## src/rtl/floppy_sdram_pkg.sv

```systemverilog
// Shared constants for the floppy SDRAM window port: FSM encoding, byte lanes, byte enables.
package floppy_sdram_pkg;

  localparam logic [0:0] ST_IDLE = 1'b0;
  localparam logic [0:0] ST_WAIT = 1'b1;

  localparam logic LANE_LO = 1'b0;
  localparam logic LANE_HI = 1'b1;

  localparam logic [1:0] BE_LO   = 2'b01;
  localparam logic [1:0] BE_HI   = 2'b10;
  localparam logic [1:0] BE_BOTH = 2'b11;

  function automatic logic [7:0] lane_sel(input logic [15:0] word, input logic lane);
    return (lane == LANE_HI) ? word[15:8] : word[7:0];
  endfunction

endpackage

```

## src/rtl/floppy_sdram_rcache.sv

```systemverilog
// One-word read cache for the floppy SDRAM port; only built with FLOPPY_SDRAM_RCACHE_EN.
module floppy_sdram_rcache
  import floppy_sdram_pkg::*;
#(
  parameter int MEM_AW = 22
) (
  input  logic              clk,
  input  logic              reset,
  input  logic [MEM_AW-1:0] lookup_addr,
  output logic              hit,
  output logic [15:0]       hit_data,
  input  logic              fill,
  input  logic [MEM_AW-1:0] fill_addr,
  input  logic [15:0]       fill_data,
  input  logic              wr_upd,
  input  logic [MEM_AW-1:0] wr_addr,
  input  logic              wr_lane,
  input  logic [7:0]        wr_byte
);

  logic              valid;
  logic [MEM_AW-1:0] tag;
  logic [15:0]       data;

  assign hit      = valid && (tag == lookup_addr);
  assign hit_data = data;

  always_ff @(posedge clk) begin
    if (reset) begin
      valid <= 1'b0;
      tag   <= '0;
      data  <= '0;
    end else if (fill) begin
      valid <= 1'b1;
      tag   <= fill_addr;
      data  <= fill_data;
    end else if (wr_upd && valid && (tag == wr_addr)) begin
      // keep the cached word coherent with the write that is heading to SDRAM
      if (wr_lane == LANE_HI) data[15:8] <= wr_byte;
      else                    data[7:0]  <= wr_byte;
    end
  end

endmodule

```

## src/rtl/floppy_sdram_port.sv

```systemverilog
// Byte-wide floppy SDRAM window responder: turns rd/wr strobes into 16-bit word requests.
// Optional one-word read cache enabled by defining FLOPPY_SDRAM_RCACHE_EN.
//
// state   | meaning
// IDLE    | ready to accept a new rd/wr strobe
// WAIT    | mem_req high, waiting for mem_ack
module floppy_sdram_port
  import floppy_sdram_pkg::*;
#(
  parameter int                MEM_AW    = 22,
  parameter logic [MEM_AW-1:0] BASE_WORD = '0
) (
  input  logic              clk,
  input  logic              reset,
  input  logic [22:0]       addr,
  input  logic [7:0]        wdata,
  output logic [7:0]        rdata,
  input  logic              rd,
  input  logic              wr,
  output logic              busy,
  output logic [MEM_AW-1:0] mem_addr,
  output logic [15:0]       mem_wdata,
  output logic [1:0]        mem_be,
  output logic              mem_we,
  output logic              mem_req,
  input  logic              mem_ack,
  input  logic [15:0]       mem_rdata
);

  localparam int SW = (MEM_AW > 22) ? MEM_AW : 22;

  logic [0:0]        state;
  logic              rd_lane;
  logic [SW-1:0]     word_sum;
  logic [MEM_AW-1:0] word_addr;
  logic              idle;
  logic              cache_hit;
  logic [15:0]       cache_data;

  // word address wraps modulo 2^MEM_AW
  assign word_sum  = SW'(BASE_WORD) + SW'(addr[22:1]);
  assign word_addr = word_sum[MEM_AW-1:0];
  assign idle      = (state == ST_IDLE);
  assign busy      = rd | wr | !idle;

`ifdef FLOPPY_SDRAM_RCACHE_EN
  floppy_sdram_rcache #(.MEM_AW(MEM_AW)) u_rcache (
    .clk         (clk),
    .reset       (reset),
    .lookup_addr (word_addr),
    .hit         (cache_hit),
    .hit_data    (cache_data),
    .fill        (!idle && mem_ack && !mem_we),
    .fill_addr   (mem_addr),
    .fill_data   (mem_rdata),
    .wr_upd      (idle && wr),
    .wr_addr     (word_addr),
    .wr_lane     (addr[0]),
    .wr_byte     (wdata)
  );
`else
  assign cache_hit  = 1'b0;
  assign cache_data = 16'h0000;
`endif

  always_ff @(posedge clk) begin
    if (reset) begin
      state     <= ST_IDLE;
      mem_req   <= 1'b0;
      mem_we    <= 1'b0;
      mem_be    <= 2'b00;
      mem_addr  <= '0;
      mem_wdata <= 16'h0000;
      rdata     <= 8'h00;
      rd_lane   <= LANE_LO;
    end else begin
      case (state)
        ST_IDLE: begin
          if (wr) begin
            mem_addr  <= word_addr;
            mem_we    <= 1'b1;
            mem_wdata <= {wdata, wdata};
            mem_be    <= addr[0] ? BE_HI : BE_LO;
            mem_req   <= 1'b1;
            state     <= ST_WAIT;
          end else if (rd) begin
            if (cache_hit) begin
              rdata <= lane_sel(cache_data, addr[0]);
            end else begin
              mem_addr <= word_addr;
              mem_we   <= 1'b0;
              mem_be   <= BE_BOTH;
              mem_req  <= 1'b1;
              rd_lane  <= addr[0];
              state    <= ST_WAIT;
            end
          end
        end
        ST_WAIT: begin
          // strobes here are protocol violations and are dropped
          if (mem_ack) begin
            if (!mem_we) rdata <= lane_sel(mem_rdata, rd_lane);
            mem_req <= 1'b0;
            mem_we  <= 1'b0;
            mem_be  <= 2'b00;
            state   <= ST_IDLE;
          end
        end
        default: state <= ST_IDLE;
      endcase
    end
  end

endmodule

```

## config.mk

```make
export PLATFORM = sky130hd
export DESIGN_NAME = floppy_sdram_port
export DESIGN_NICKNAME = d
export VERILOG_FILES = /design/src/rtl/floppy_sdram_pkg.sv /design/src/rtl/floppy_sdram_rcache.sv /design/src/rtl/floppy_sdram_port.sv
export SDC_FILE = /design/constraint.sdc
export NUM_CORES = 1
export LEC_CHECK = 0
export BUFFER_PORTS_ARGS = -buffer_cell sky130_fd_sc_hd__clkbuf_2
export CAP_MARGIN = 20
export CORE_ASPECT_RATIO = 1.1
export CORE_MARGIN = 8
export CORE_UTILIZATION = 43
export CTS_CLUSTER_SIZE = 16
export DETAILED_ROUTE_END_ITERATION = 12
export HOLD_SLACK_MARGIN = 0.05
export PLACE_DENSITY = 0.85
export REMOVE_ABC_BUFFERS = 1
export SYNTH_ARGS = -nofsm -noshare
export SYNTH_HDL_FRONTEND = slang
export SYNTH_SLANG_ARGS = --single-unit
```

## constraint.sdc

```tcl
create_clock -name clk -period 1.35 [get_ports clk]
set_input_delay 0 -clock clk [delete_from_list [all_inputs] [get_ports clk]]
set_output_delay 0 -clock clk [all_outputs]
set_load 0.01 [all_outputs]
```

==> results of run 1 <==
worst paths after layout:
path	end	cells after the start	slack, ps
setup / recovery	rdata[7]	4	120
hold reg to reg	mem_addr[2]	2	450
setup reg to reg	rdata[7]	4	120
hold / removal	rdata[2]	3	60
final cells by class:
cell class                 instances  share of cell area (%)
tap                               52                    2.42
sequential                        44                    32.8
multi-input combinational        135                    25.8
timing repair buffer             147                    35.7
clock buffer                       8                    3.35
through the flow:
stage	area, µm²	hold slack, ps	power (µW)	utilization (%)	setup WS [ps]
after global placement	2210	223	1960	56.5	242
after detailed placement	2210	227	1970	56.5	175
after floorplan	1570	64.6	1690	-	73.7
after global routing	2690	72.7	3000	68.8	11.8
after CTS	2690	51.1	2890	68.8	130
final	2690	55.2	2850	68.8	121
flip-flops by register name, indices dropped and copies added (netlist names):
register   count
mem_addr      22
mem_be         2
mem_req        1
mem_wdata      8
mem_we         1
rd_lane        1
rdata          8
state          1
report_power, final:
part	internal [µW]	switching (µW)	total (µW)
clock	417	400	818
combinational	296	287	582
sequential	1390	56.3	1450
placed cells by master, fill, tap and decap left out, types with 5 or more instances in the layout:
cell type / instances
dlygate4sd3_1: 39
mux2i_1: 9
clkbuf_2: 102
a211oi_1: 7
nor2_1: 10
dfxtp_1: 44
a21oi_1: 33
buf_4: 5
clkbuf_8: 6
nand2_1: 61
critical path: cells and delay by family (launching register included):
family / cells / cell delay [ps]
AOI/OAI and AO/OA: 1 / 220
and+or+nand+nor: 2 / 260
buffers and inverters: 1 / 220
DFF: 1 / 440
cells by family after synthesis:
kind of cell    Yosys count  share of synthesized area [%]
compound gates           44                           15.3
buf+inv                  23                           8.85
flops                    44                           51.1
mux                       9                           5.22
simple gates             82                           19.6
per-layer routing:
metal,GRT usage (%),share of wire [%],up-vias
li1,-,-,919
met1,17.1,43,806
met2,30.9,50,68
met3,5.63,6.6,4
met4,5.77,0.80,0
met5,0,0,-
==> impl_summary.txt, run 1 <==
----------------------------------------------------
[Critical path]
  Category of the critical setup timing path ... reg -> reg
  Slowest stage cell on the critical path ... dfxtp_1
  Maximum cell stage delay along the critical path ... 440 ps
  Worst flop-to-flop path startpoint ... state
  Worst EP arrival ... 1420 ps
  Maximum fanout along the worst path ... 16
  Crit path required time ... 1540 ps
  Worst path cell trace ... and3b_1, buf_4, nor2_1, a211oi_1
  Setup crit start kind ... flip-flop
  Launch point of the worst path ... state
  Crit. End Element ... flip-flop

[Floorplanning]
  Area of the core ... 0.00390 mm²
  Number of placement rows ... 24
  Die boundary height ... 82.4 µm
  Die footprint ... 0.00630 mm²
  Starting Density ... 44.2%
  Floorplan die width ... 76.4 µm
  Io pins ... 103

[Min path]
  Start point of the worst hold path ... mem_rdata[10]
  Type of the worst min-delay path ... in -> reg

[Routing]
  Total via count after detailed routing ... 1797
  Routed Wire Length ... 5.22 mm
  Starting DRT DRC Count ... 45
  Via-to-Cell Ratio ... 4.66
  Number of iterations in the first detailed-routing pass ... 4
  Wirelength per Cell ... 13.5 µm
  Number of remaining DRC errors ... 0
  Antenna-violating nets left ... 0

[Layout]
  Area used by multi-input combinational logic ... 692 µm²
  Fraction of final layout cells with drive strength greater than 1 ... 35.6%
  Layout fillers ... 317
  Antenna diode count ... 0
  Area added between synthesis and finish ... 55.7%
  # nets final ... 385
  Non-filler instance count after layout ... 386
  FF/Latch Area ... 881 µm²

[Synth]
  Primary FF master, synth ... dfxtp_1
  Synthesized area divided by synthesized cell count ... 8.54 µm²
  Synth Warn # ... 0
  Number of standard cells after synthesis ... 202
  Most numerous cell types in the synthesized netlist ... nand2_1 (61), dfxtp_1 (44), a21oi_1 (33)
  Area leader, netlist ... dfxtp_1
  Number of distinct library cells after synthesis ... 23
  Leading post-synthesis cells by cell area ... dfxtp_1 (51%), nand2_1 (13%), a21oi_1 (9.6%), mux2i_1 (5.2%), buf_4 (4.8%)
  Seq cells post-synth ... 44
  Number of enable-type register cells in the synthesized netlist ... 0
  Netlist Area Pre-Place ... 0.00173 mm²
  Dominant cell by count in the synthesized netlist ... nand2_1
  Share of the yosys chip area belonging to registers ... 51.1%
  Async set-or-reset flop fraction in the synthesized netlist ... 0%
  Synth top area share ... 51.1%

[Status]
  Status ... finished clean

[Clock network]
  Count of clock tree sinks ... 44
  Count of hold buffers inserted by post-cts repair ... 39
  Bufs on Longest Clock Path ... 2
  Number of gates given a new drive strength after cts ... 0
  Depth of the CTS H-tree ... 2
  Clock tree from TritonCTS ... built
  Root Driver ... clkbuf_8
  # Post-CTS Setup Buffers ... 0
  Clock transition at path regs ... 80 ps
  Num CTS Buffers ... 5
  Clk_lat worst skew ... 280 ps

[GRT]
  Number of antenna violations at the first check in global routing ... 0
  Total congestion overflow ... 0
  Via count of the first global-routing pass ... 1875
  Global-route wire length before repair ... 8.53 mm
  All-layer global routing usage ... 16.5%
  Largest net degree at the start of global routing ... 25

[STA]
  Transition time at the pin with the least slew margin ... 493 ps
  Fmax ... 814 MHz
  Setup clock skew after layout ... 6.02 ps
  Slew Limit Fails ... 0
  Tightest slew margin relative to the limit ... 67.1%
  Final number of hold-violating endpoints ... 0
  Final setup viols ... 0
  Final period util ... 91.0%
  Setup tns final ... 0 ps
  RSZ-0062 raised after global routing ... no
  Final critical-path required period ... 1230 ps

[Placed design]
  GPL Wtd Cong ... 0.705
  Cell total after placement ... 339
  HPWL reported at the end of detailed placement ... 3.69 mm
  IO buf count ... 102

[Run]
  Max-cap violations ... 0

[Pwr]
  Leakage Power ... 0.00126 µW
  Pwr dens ... 1060 mW/mm²
  Maximum vdd ir drop ... 0.687 mV

----------------------------------------------------
Note: power is estimated with default switching activity, not from simulation.
==> inputs of run 2 (changes only) <==
--- a/config.mk
+++ b/config.mk
@@ -13,8 +13,9 @@
 export CTS_CLUSTER_SIZE = 16
 export DETAILED_ROUTE_END_ITERATION = 12
 export HOLD_SLACK_MARGIN = 0.05
-export PLACE_DENSITY = 0.85
+export PLACE_DENSITY = 0.79
 export REMOVE_ABC_BUFFERS = 1
+export SETUP_SLACK_MARGIN = 0.3
 export SYNTH_ARGS = -nofsm -noshare
 export SYNTH_HDL_FRONTEND = slang
 export SYNTH_SLANG_ARGS = --single-unit
==> run 2 against run 1 <==
  * Global-route usage fell by 0.48 points
  * Via count rose by 5.2%
  * Clock power fell by 7.3%
==> impl_summary.txt, run 2 (synthesis results as in run 1) <==
----------------------------------------------------
[Status]
  Status ... finished clean

[Layout]
  Fraction of final layout cells with drive strength greater than 1 ... 40.7%
  # nets final ... 396
  Biggest registers after layout ... mem_addr: 22 flops, mem_wdata: 8 flops, rdata: 8 flops
  Highest-count cells in the layout ignoring fill and taps ... clkbuf_2 (101), nand2_1 (61), dlygate4sd3_1 (45), dfxtp_1 (41), a21oi_1 (32)
  Core utilization of the finished layout ... 74.0%
  Antenna diode count ... 0
  Layout fillers ... 290
  Reg with most FFs ... mem_addr
  Area added between synthesis and finish ... 67.4%
  Non-filler instance count after layout ... 396
  Leading cell type in the layout, fill and taps excluded ... clkbuf_2
  Flip-flop count of the largest register, all copies and words added ... 22

[Critical path]
  Crit. End Element ... output port
  Crit path required time ... 1350 ps
  Launch point of the worst path ... state
  Worst EP arrival ... 1110 ps
  Category of the critical setup timing path ... reg -> out
  Setup crit start kind ... flip-flop
  Worst reg-to-reg path cell count ... 4
  Worst flop-to-flop path startpoint ... mem_we
  Maximum fanout along the worst path ... 6

[Routing]
  WL met2 ... 3.10 mm
  Antenna-violating nets left ... 0
  Number of remaining DRC errors ... 0
  Number of iterations in the first detailed-routing pass ... 4
  Wirelength per Cell ... 14.5 µm
  Total via count after detailed routing ... 1890
  Uppermost metal layer occupied by signal nets ... met4
  Met1 WL ... 2.17 mm
  Via-to-Cell Ratio ... 4.77
  Routed Wire Length ... 5.73 mm
  Met3 wirelength from detailed routing ... 438 µm
  Starting DRT DRC Count ... 82

[Min path]
  Start point of the worst hold path ... mem_rdata[5]
  Cell depth of the worst min-delay path ... 3
  Type of the worst min-delay path ... in -> reg

[STA]
  Fmax ... 902 MHz
  Tightest slew margin relative to the limit ... 77.9%
  RSZ-0062 raised after global routing ... yes
  Worst-case setup margin in the final layout ... 241 ps
  Setup tns final ... 0 ps
  Final period util ... 82.1%
  Transition time at the pin with the least slew margin ... 331 ps
  Final critical-path required period ... 1110 ps
  Final setup viols ... 0
  Slew Limit Fails ... 0
  Final number of hold-violating endpoints ... 0
  Setup clock skew after layout ... 3.84 ps

[GRT]
  Number of antenna violations at the first check in global routing ... 0
  Total congestion overflow ... 0
  Global-route wire length before repair ... 8.36 mm
  All-layer global routing usage ... 16.0%
  Via count of the first global-routing pass ... 1808
  Largest net degree at the start of global routing ... 24

[Floorplanning]
  Area of the core ... 0.00390 mm²
  Starting Density ... 44.2%
  Number of placement rows ... 24
  Io pins ... 103
  Die footprint ... 0.00630 mm²
  Die boundary height ... 82.4 µm
  Floorplan die width ... 76.4 µm

[Run]
  Max-cap violations ... 0

[Pwr]
  Maximum vdd ir drop ... 0.867 mV
  Pwr Total ... 2880 µW
  Leakage Power ... 0.00133 µW
  Pwr dens ... 995 mW/mm²

[Clock network]
  Bufs on Longest Clock Path ... 2
  Count of clock tree sinks ... 44
  Clock tree from TritonCTS ... built
  Num CTS Buffers ... 5
  Root Driver ... clkbuf_8
  Clock transition at path regs ... 80 ps
  Clk_lat worst skew ... 290 ps
  Depth of the CTS H-tree ... 2

[Placed design]
  Setup slack at placement ... 103 ps
  Cell total after placement ... 338
  IO buf count ... 102
  HPWL reported at the end of detailed placement ... 3.46 mm
  GPL Wtd Cong ... 0.682

----------------------------------------------------
-- run 2: cell count changes in the layout (fill, tap and decap cells not counted), moves of 3 or more --
cell,change
nor2_1,-4
nor2_2,+3
dlygate4sd3_1,+6
dfxtp_1,-3
a211oi_1,-3
a211oi_2,+3
-- run 2: final timing paths --
check | to | slack [ps]
max | busy | 240
min reg2reg | mem_addr[12] | 450
max reg2reg | rdata[0] | 250
min | rdata[5] | 70
-- run 2: per-layer routing --
layer,vias to the layer above,GRT usage (%)
li1,946,-
met1,870,15.7
met2,72,30.4
met3,2,7.47
met4,0,3.85
met5,-,0
-- run 2: report_power, final --
part | switching [µW] | internal (µW)
clock network | 407 | 352
registers | 59.6 | 1390
logic | 321 | 348
total | 787 | 2090
-- run 2: repair_timing --
action	4_1_cts	5_1_grt
setup endpoints to repair	43	42
buffers inserted	0	1
pin swaps	0	5
gates cloned	0	5
endpoints found under the hold margin	41	0
gates resized for setup	6	24
hold buffers	45	0
-- run 2: per-stage QoR --
stage,hold slack (ps),instance area [µm²]
detailed placement,229,2200
global placement,225,2200
finish,70.6,2890
global route,78.0,2890
CTS,63.3,2750
floorplan,64.6,1570
-- run 2: critical path: stages (launching register included) --
cell,delay (ps)
dfxtp_4,360
or3_4,330
buf_6,130
-- run 2: final cells by class --
cell class / count / area (µm²) / area share, %
clock buffers: 6 / 72.6 / 2.51
repair buffers: 155 / 1070 / 37.0
multi-input cells: 138 / 791 / 27.4
clock inverters: 1 / 5.00 / 0.173
flip-flops and latches: 44 / 887 / 30.7
well taps: 52 / 65.1 / 2.25
